### src/rtl/matrix_mult_core_nxn.sv
// matrix_mult_core_nxn
// N x N signed matrix multiplier on the Red Pitaya system register bus.
// Software writes A and B, sets SHIFT, strobes START, polls STATUS and then
// reads C = sat32((A*B) >>> SHIFT).  One MAC unit performs one multiply per
// clock, so a full product takes N^3 cycles with no gaps between elements.
//
// Ports
//   system1000       clock
//   system1000_rstn  asynchronous active-low reset
//   sys_addr         byte address (only [11:0] decoded)
//   sys_wdata        write data
//   sys_wen/sys_ren  single-cycle write/read strobes
//   sys_rdata        read data, valid with sys_ack
//   sys_ack          registered acknowledge, one cycle after the strobe
//   sys_err          transfer error, qualified by sys_ack
//
// state | meaning
// IDLE  | waiting for START; bus may freely change A, B, SHIFT
// RUN   | one MAC per cycle over i/j/k; A, B, SHIFT are write-protected
module matrix_mult_core_nxn #(
    parameter int N  = 3,
    parameter int DW = 16
) (
    input  logic        system1000,
    input  logic        system1000_rstn,
    input  logic [31:0] sys_addr,
    input  logic [31:0] sys_wdata,
    input  logic        sys_wen,
    input  logic        sys_ren,
    output logic [31:0] sys_rdata,
    output logic        sys_ack,
    output logic        sys_err
);

    localparam int NN  = N * N;
    localparam int IXW = $clog2(NN);
    localparam int IW  = $clog2(N);
    localparam int PW  = 2 * DW;
    // Wide enough that N products of PW bits can never overflow.
    localparam int AW  = 2 * DW + $clog2(N) + 1;

    localparam logic [IW-1:0]      LAST  = IW'(N - 1);
    localparam logic [6:0]         NN_W  = 7'(NN);
    localparam logic signed [63:0] MAX32 = 64'sh0000_0000_7FFF_FFFF;
    localparam logic signed [63:0] MIN32 = -64'sh0000_0000_8000_0000;

    typedef enum logic {
        IDLE = 1'b0,
        RUN  = 1'b1
    } state_t;

    state_t state_q, state_d;

    logic signed [DW-1:0] a_mem [NN];
    logic signed [DW-1:0] b_mem [NN];
    logic [31:0]          c_mem [NN];
    logic [5:0]           shift_q;
    logic                 done_q;
    logic                 ovf_q;
    logic [IW-1:0]        i_q, j_q, k_q;
    logic signed [AW-1:0] acc_q;
    logic                 busy;

    // ---------------- bus decode ----------------
    logic [11:0]    off;
    logic [5:0]     widx;
    logic [IXW-1:0] midx;
    logic           idx_ok;
    logic           sel_ctrl, sel_status, sel_shift, sel_a, sel_b, sel_c;

    assign busy       = (state_q == RUN);
    assign off        = sys_addr[11:0];
    assign widx       = off[7:2];
    assign midx       = IXW'(widx);
    assign idx_ok     = (off[1:0] == 2'b00) && ({1'b0, widx} < NN_W);
    assign sel_ctrl   = (off == 12'h000);
    assign sel_status = (off == 12'h004);
    assign sel_shift  = (off == 12'h008);
    assign sel_a      = (off[11:8] == 4'h1) && idx_ok;
    assign sel_b      = (off[11:8] == 4'h2) && idx_ok;
    assign sel_c      = (off[11:8] == 4'h3) && idx_ok;

    logic [31:0] rd_val;
    logic        rd_err;
    logic        wr_err;

    always_comb begin
        rd_val = '0;
        rd_err = 1'b0;
        if (sel_ctrl) begin
            rd_val = '0;
        end else if (sel_status) begin
            rd_val = {29'b0, ovf_q, done_q, busy};
        end else if (sel_shift) begin
            rd_val = {26'b0, shift_q};
        end else if (sel_a) begin
            rd_val = {{(32-DW){a_mem[midx][DW-1]}}, a_mem[midx]};
        end else if (sel_b) begin
            rd_val = {{(32-DW){b_mem[midx][DW-1]}}, b_mem[midx]};
        end else if (sel_c) begin
            rd_val = c_mem[midx];
        end else begin
            rd_err = 1'b1;
        end
    end

    always_comb begin
        wr_err = 1'b1;
        if (sel_ctrl) begin
            wr_err = 1'b0;
        end else if (sel_shift || sel_a || sel_b) begin
            wr_err = busy;
        end
    end

    logic wr_ok, ctrl_start, ctrl_clear;
    assign wr_ok      = sys_wen && !wr_err;
    // CTRL writes while busy are acked cleanly but have no effect.
    assign ctrl_start = sys_wen && sel_ctrl && !busy && sys_wdata[0];
    assign ctrl_clear = sys_wen && sel_ctrl && !busy && sys_wdata[1];

    // ---------------- MAC datapath ----------------
    logic [IXW-1:0]       a_idx, b_idx, c_idx;
    logic signed [PW-1:0] a_ext, b_ext, prod;
    logic signed [AW-1:0] sum, shifted;
    logic signed [63:0]   sh64;
    logic [31:0]          sat_val;
    logic                 clamp;
    logic                 elem_done, last_mac;

    assign a_idx     = IXW'(int'(i_q) * N + int'(k_q));
    assign b_idx     = IXW'(int'(k_q) * N + int'(j_q));
    assign c_idx     = IXW'(int'(i_q) * N + int'(j_q));
    assign a_ext     = PW'(a_mem[a_idx]);
    assign b_ext     = PW'(b_mem[b_idx]);
    assign prod      = a_ext * b_ext;
    assign sum       = acc_q + AW'(prod);
    assign shifted   = sum >>> shift_q;
    assign sh64      = 64'(shifted);
    assign elem_done = (k_q == LAST);
    assign last_mac  = elem_done && (i_q == LAST) && (j_q == LAST);

    always_comb begin
        sat_val = sh64[31:0];
        clamp   = 1'b0;
        if (sh64 > MAX32) begin
            sat_val = 32'h7FFF_FFFF;
            clamp   = 1'b1;
        end else if (sh64 < MIN32) begin
            sat_val = 32'h8000_0000;
            clamp   = 1'b1;
        end
    end

    // ---------------- engine FSM ----------------
    always_comb begin
        state_d = state_q;
        case (state_q)
            IDLE:    if (ctrl_start) state_d = RUN;
            RUN:     if (last_mac)   state_d = IDLE;
            default: state_d = IDLE;
        endcase
    end

    always_ff @(posedge system1000 or negedge system1000_rstn) begin
        if (!system1000_rstn) begin
            state_q <= IDLE;
        end else begin
            state_q <= state_d;
        end
    end

    always_ff @(posedge system1000 or negedge system1000_rstn) begin
        if (!system1000_rstn) begin
            for (int x = 0; x < NN; x++) begin
                a_mem[x] <= '0;
                b_mem[x] <= '0;
                c_mem[x] <= '0;
            end
            shift_q   <= '0;
            done_q    <= 1'b0;
            ovf_q     <= 1'b0;
            i_q       <= '0;
            j_q       <= '0;
            k_q       <= '0;
            acc_q     <= '0;
            sys_ack   <= 1'b0;
            sys_err   <= 1'b0;
            sys_rdata <= '0;
        end else begin
            // Read data is taken before this cycle's write lands, so a
            // simultaneous wen+ren returns the old value.
            sys_ack   <= sys_wen || sys_ren;
            sys_err   <= (sys_wen && wr_err) || (sys_ren && rd_err);
            sys_rdata <= sys_ren ? rd_val : '0;

            if (wr_ok) begin
                if (sel_shift) shift_q <= sys_wdata[5:0];
                if (sel_a)     a_mem[midx] <= sys_wdata[DW-1:0];
                if (sel_b)     b_mem[midx] <= sys_wdata[DW-1:0];
            end

            if (ctrl_clear) begin
                for (int x = 0; x < NN; x++) c_mem[x] <= '0;
                done_q <= 1'b0;
                ovf_q  <= 1'b0;
            end

            if (ctrl_start) begin
                i_q    <= '0;
                j_q    <= '0;
                k_q    <= '0;
                acc_q  <= '0;
                done_q <= 1'b0;
            end

            if (state_q == RUN) begin
                if (!elem_done) begin
                    acc_q <= sum;
                    k_q   <= k_q + IW'(1);
                end else begin
                    c_mem[c_idx] <= sat_val;
                    if (clamp) ovf_q <= 1'b1;
                    acc_q <= '0;
                    k_q   <= '0;
                    if (j_q == LAST) begin
                        j_q <= '0;
                        i_q <= (i_q == LAST) ? '0 : i_q + IW'(1);
                    end else begin
                        j_q <= j_q + IW'(1);
                    end
                    if (last_mac) done_q <= 1'b1;
                end
            end
        end
    end

    // Address bits above [11:0] are decoded upstream; high data bits are
    // don't-care for every register.
    logic unused_bits;
    assign unused_bits = &{1'b0, sys_addr[31:12], sys_wdata[31:DW]};

endmodule

### config.mk
export PLATFORM = sky130hd
export DESIGN_NAME = matrix_mult_core_nxn
export DESIGN_NICKNAME = d
export VERILOG_FILES = /design/src/rtl/matrix_mult_core_nxn.sv
export SDC_FILE = /design/constraint.sdc
export NUM_CORES = 2
export LEC_CHECK = 0
export CORE_ASPECT_RATIO = 1.4
export CORE_MARGIN = 2
export CORE_UTILIZATION = 38
export CTS_BUF_LIST = sky130_fd_sc_hd__clkbuf_4 sky130_fd_sc_hd__clkbuf_8 sky130_fd_sc_hd__clkbuf_16
export DETAILED_ROUTE_END_ITERATION = 10
export PLACE_DENSITY_LB_ADDON = 0.05
export SLEW_MARGIN = 20
export SYNTH_ARGS = -nofsm -noshare
export SYNTH_HDL_FRONTEND = slang
export SYNTH_SLANG_ARGS = --single-unit
### constraint.sdc
create_clock -name system1000 -period 30.5 [get_ports system1000]
set_input_delay 3.05 -clock system1000 [delete_from_list [all_inputs] [get_ports system1000]]
set_output_delay 3.05 -clock system1000 [all_outputs]
set_load 0.05 [all_outputs]
==> summary.md <==
| Metric | Value |
|---|---|
| Clk buf depth | 3 |
| Final Max Slew Viols | 0 |
| R2r endpoint | c_mem[150] |
| Pre-antenna DRT Iters | 6 |
| R2R depth | 32 |
| Post-Synth Adder-Cell Area | 0.170 |
| CTS root buf | clkbuf_16 |
| Simple-gate share of the synthesized area | 0.0867 |
| Max Cap Viol | 0 |
| Die Height | 414 um |
| Crit-path slowest cell | a22o_1 |
| Startpoint Class | register |
| # setup viols final | 0 |
| Setup WS post-layout | 17.91 ns |
| Worst Setup End Kind | register |
| Layout area overhead | 11.0% |
| Initial antenna violation count | 3 |
| Worst skew pair latency | 0.67 ns |
| Arr. time, crit path | 13.08 ns |
| Drt drc | 0 |
| Vias post-DR | 33333 |
| Share of layout cells above drive strength 1 | 0.194 |
| RSZ-0062 raised after global routing | no |
| TritonCTS clock tree | built |
| Pwr/cell area | 37.2 nW/um^2 |
| GP Congestion | 0.870 |
| Cts repair resizes | 0 |
| Final hold vios | 0 |
| Critical Path RT | 30.99 ns |
| Via density | 5.76 |
| Die ar. | 123000 um^2 |
| # rows | 150 |
| Syn_nets | 4665 |
| Total wire length | 159 mm |
| Post-synthesis compound-gate area fraction | 0.127 |
| Nets@finish | 4637 |
| Cells after Synth | 4164 |
| CTS Buf Count | 74 |
| Setup WS pre-CTS | 17.95 ns |
| Hold path endpoint | c_mem[189] |
| Clock sinks | 660 |
| Vias in the first global route | 34900 |
| Cell area after synthesis | 45700 um^2 |
| EDFF count, synth | 0 |
| Hold Path Cell Cnt | 2 |
| Hpwl dp | 113 mm |
| WHS | 0.473 ns |
| Ys Warns | 0 |
| Syn Area/Cell | 11.0 um^2 |
| Critical path class | reg2reg |
| Global-route wire length before repair | 237 mm |
| Mux contribution to synthesized area | 0.191 |
| Tmin final | 12.59 ns |
| I/O Buffers | 65 |
| DRT antenna net count | 0 |
| # hold bufs at CTS | 0 |
| Worst reg2reg startpoint | k_q[1] |
| Largest net degree at the start of global routing | 148 |
| Top Ports | 102 |
| Wire per inst | 27.5 um |
| Initial drt markers | 2357 |
| P_leak | 23.6 nW |
| Leading cell types in the layout, fill and taps excluded | dfrtp_1, nand2_1, inv_1, mux2_2, fa_1 |
| Least-Margin Pin Slew | 1.19 ns |
| Post-CTS setup buffers | 0 |
| Commonest non-fill, non-tap cell in the layout | dfrtp_1 |
| Overall power | 1.89 mW |
| HP Start | c_mem[189] |
| Synth Area in XOR/XNOR | 0.00841 |
| Overall Global Routing Usage | 0.259 |
| Overflow after GRT | 0 |
| Initial Util | 0.382 |
| Worst-path fanout max | 19 |
| Slew margin rel. | 0.204 |
| Die W | 297 um |
| Top_reg_cell synth | dfrtp_1 |
| Outcome | completed |
| Ys async rst share | 1.00 |
| FMAX | 79.4 MHz |
| Synth unique cells | 90 |
| Final worst path period share | 0.413 |
| Largest family of logic cells by synthesized area | multiplexers |
| Hold Path Class | reg2reg |
| H-tree levels | 3 |
| Clock Skews | 0.0441 ns |
| Peak supply drop | 0.0444 mV |
| Worst-path clk slew | 0.06 ns |
| CP max stage delay | 0.95 ns |
| Area of the core | 119000 um^2 |
| Crit path top cell by count | fa_1 |
| Flops & latches, synth | 660 |
| Reg2Reg Setup Slack | 17.91 ns |
| Setup TNS after final layout | 0 ns |
| Register area share after synthesis | 0.362 |
[worst max-delay path: cells and delay by family, from the launching register on]
kind / cells / cell delay [ns]
AO/OA/AOI/OAI: 10 / 4.82
AND/OR/NAND/NOR: 4 / 1.21
adder cells (fa/ha/maj): 10 / 4.65
buffers and inverters: 8 / 1.22
flip-flops: 1 / 0.42
[power breakdown]
group,switching (mW),internal [mW],leakage (nW),total (mW)
clock,0.394,0.547,1.26,0.941
combinational,0.0532,0.0162,13.1,0.0694
sequential,0.000361,0.876,9.21,0.876
total,0.448,1.44,23.6,1.89
[synthesized netlist by cell type, drive strengths merged (37+ instances only)]
cell type  instances  area, um^2
a21oi            157         801
a22o             141        1230
buf               55         225
clkbuf           207         777
dfrtp            660       16500
fa               314        6290
ha               119        1490
inv              395        1480
mux2             317        3570
mux2i             64         641
mux4             201        4530
nand2            420        1580
nand3             61         305
nor2             276        1040
nor3              37         185
o211ai            42         320
o21ai            302        1530
[through the flow]
stage / cell area [um^2] / cells / util
6_report: 50700 / 5788 / 0.425
5_1_grt: 50700 / 5785 / 0.424
4_1_cts: 50700 / 5785 / 0.425
3_5_place_dp: 48100 / 5656 / 0.403
3_3_place_gp: 48100 / 5656 / 0.403
2_1_floorplan: 45700 / 4164 / -
[kinds of logic (layout without fill, tap and decap cells)]
| group | Yosys count | in the layout |
|---|---|---|
| AND/OR/NAND/NOR | 924 | 924 |
| AO/OA/AOI/OAI | 867 | 867 |
| flip-flops | 660 | 660 |
| buffers and inverters | 658 | 683 |
| multiplexers | 582 | 582 |
| adder cells (fa/ha/maj) | 433 | 433 |
| XOR/XNOR | 40 | 40 |
| other | 0 | 3 |
[routing by layer]
metal  track usage  wire (um)
met1         0.327      64700
met2         0.456      82000
met3        0.0302       6570
met4        0.0930       5850
met5             0          0
[flip-flops by register name (all words and copies together) (netlist names)]
name and flops:
a_mem 144, sys_rdata 32, acc_q 35, i_q 2, j_q 2, sys_ack 1
shift_q 6, c_mem 288, busy 1, ovf_q 1, sys_err 1, b_mem 144
done_q 1, k_q 2
[layout make-up]
cell class                      count  area, um^2
Fill cell                       11687       68700
Tap cell                         1596        2000
Inverter                          396        1490
Clock buffer                      108        2240
Sequential cell                   660       16500
Clock inverter                     21         299
Antenna cell                        3        7.51
Timing Repair Buffer              158        1380
Multi-Input combinational cell   2846       26800
[worst max-delay path by stage]
stage | depth (start not counted) | slack (ns) | endpoint | startpoint
2_1_floorplan | 35 | 20.67 | c_mem[107] | k_q[1]
3_3_place_gp | 34 | 17.88 | c_mem[221] | k_q[1]
3_5_place_dp | 31 | 17.95 | c_mem[54] | i_q[0]
4_1_cts | 34 | 17.89 | c_mem[150] | k_q[1]
5_1_grt | 31 | 17.24 | c_mem[54] | i_q[0]
6_report | 32 | 17.91 | c_mem[150] | k_q[1]
Note: power is estimated with default switching activity, not from simulation.
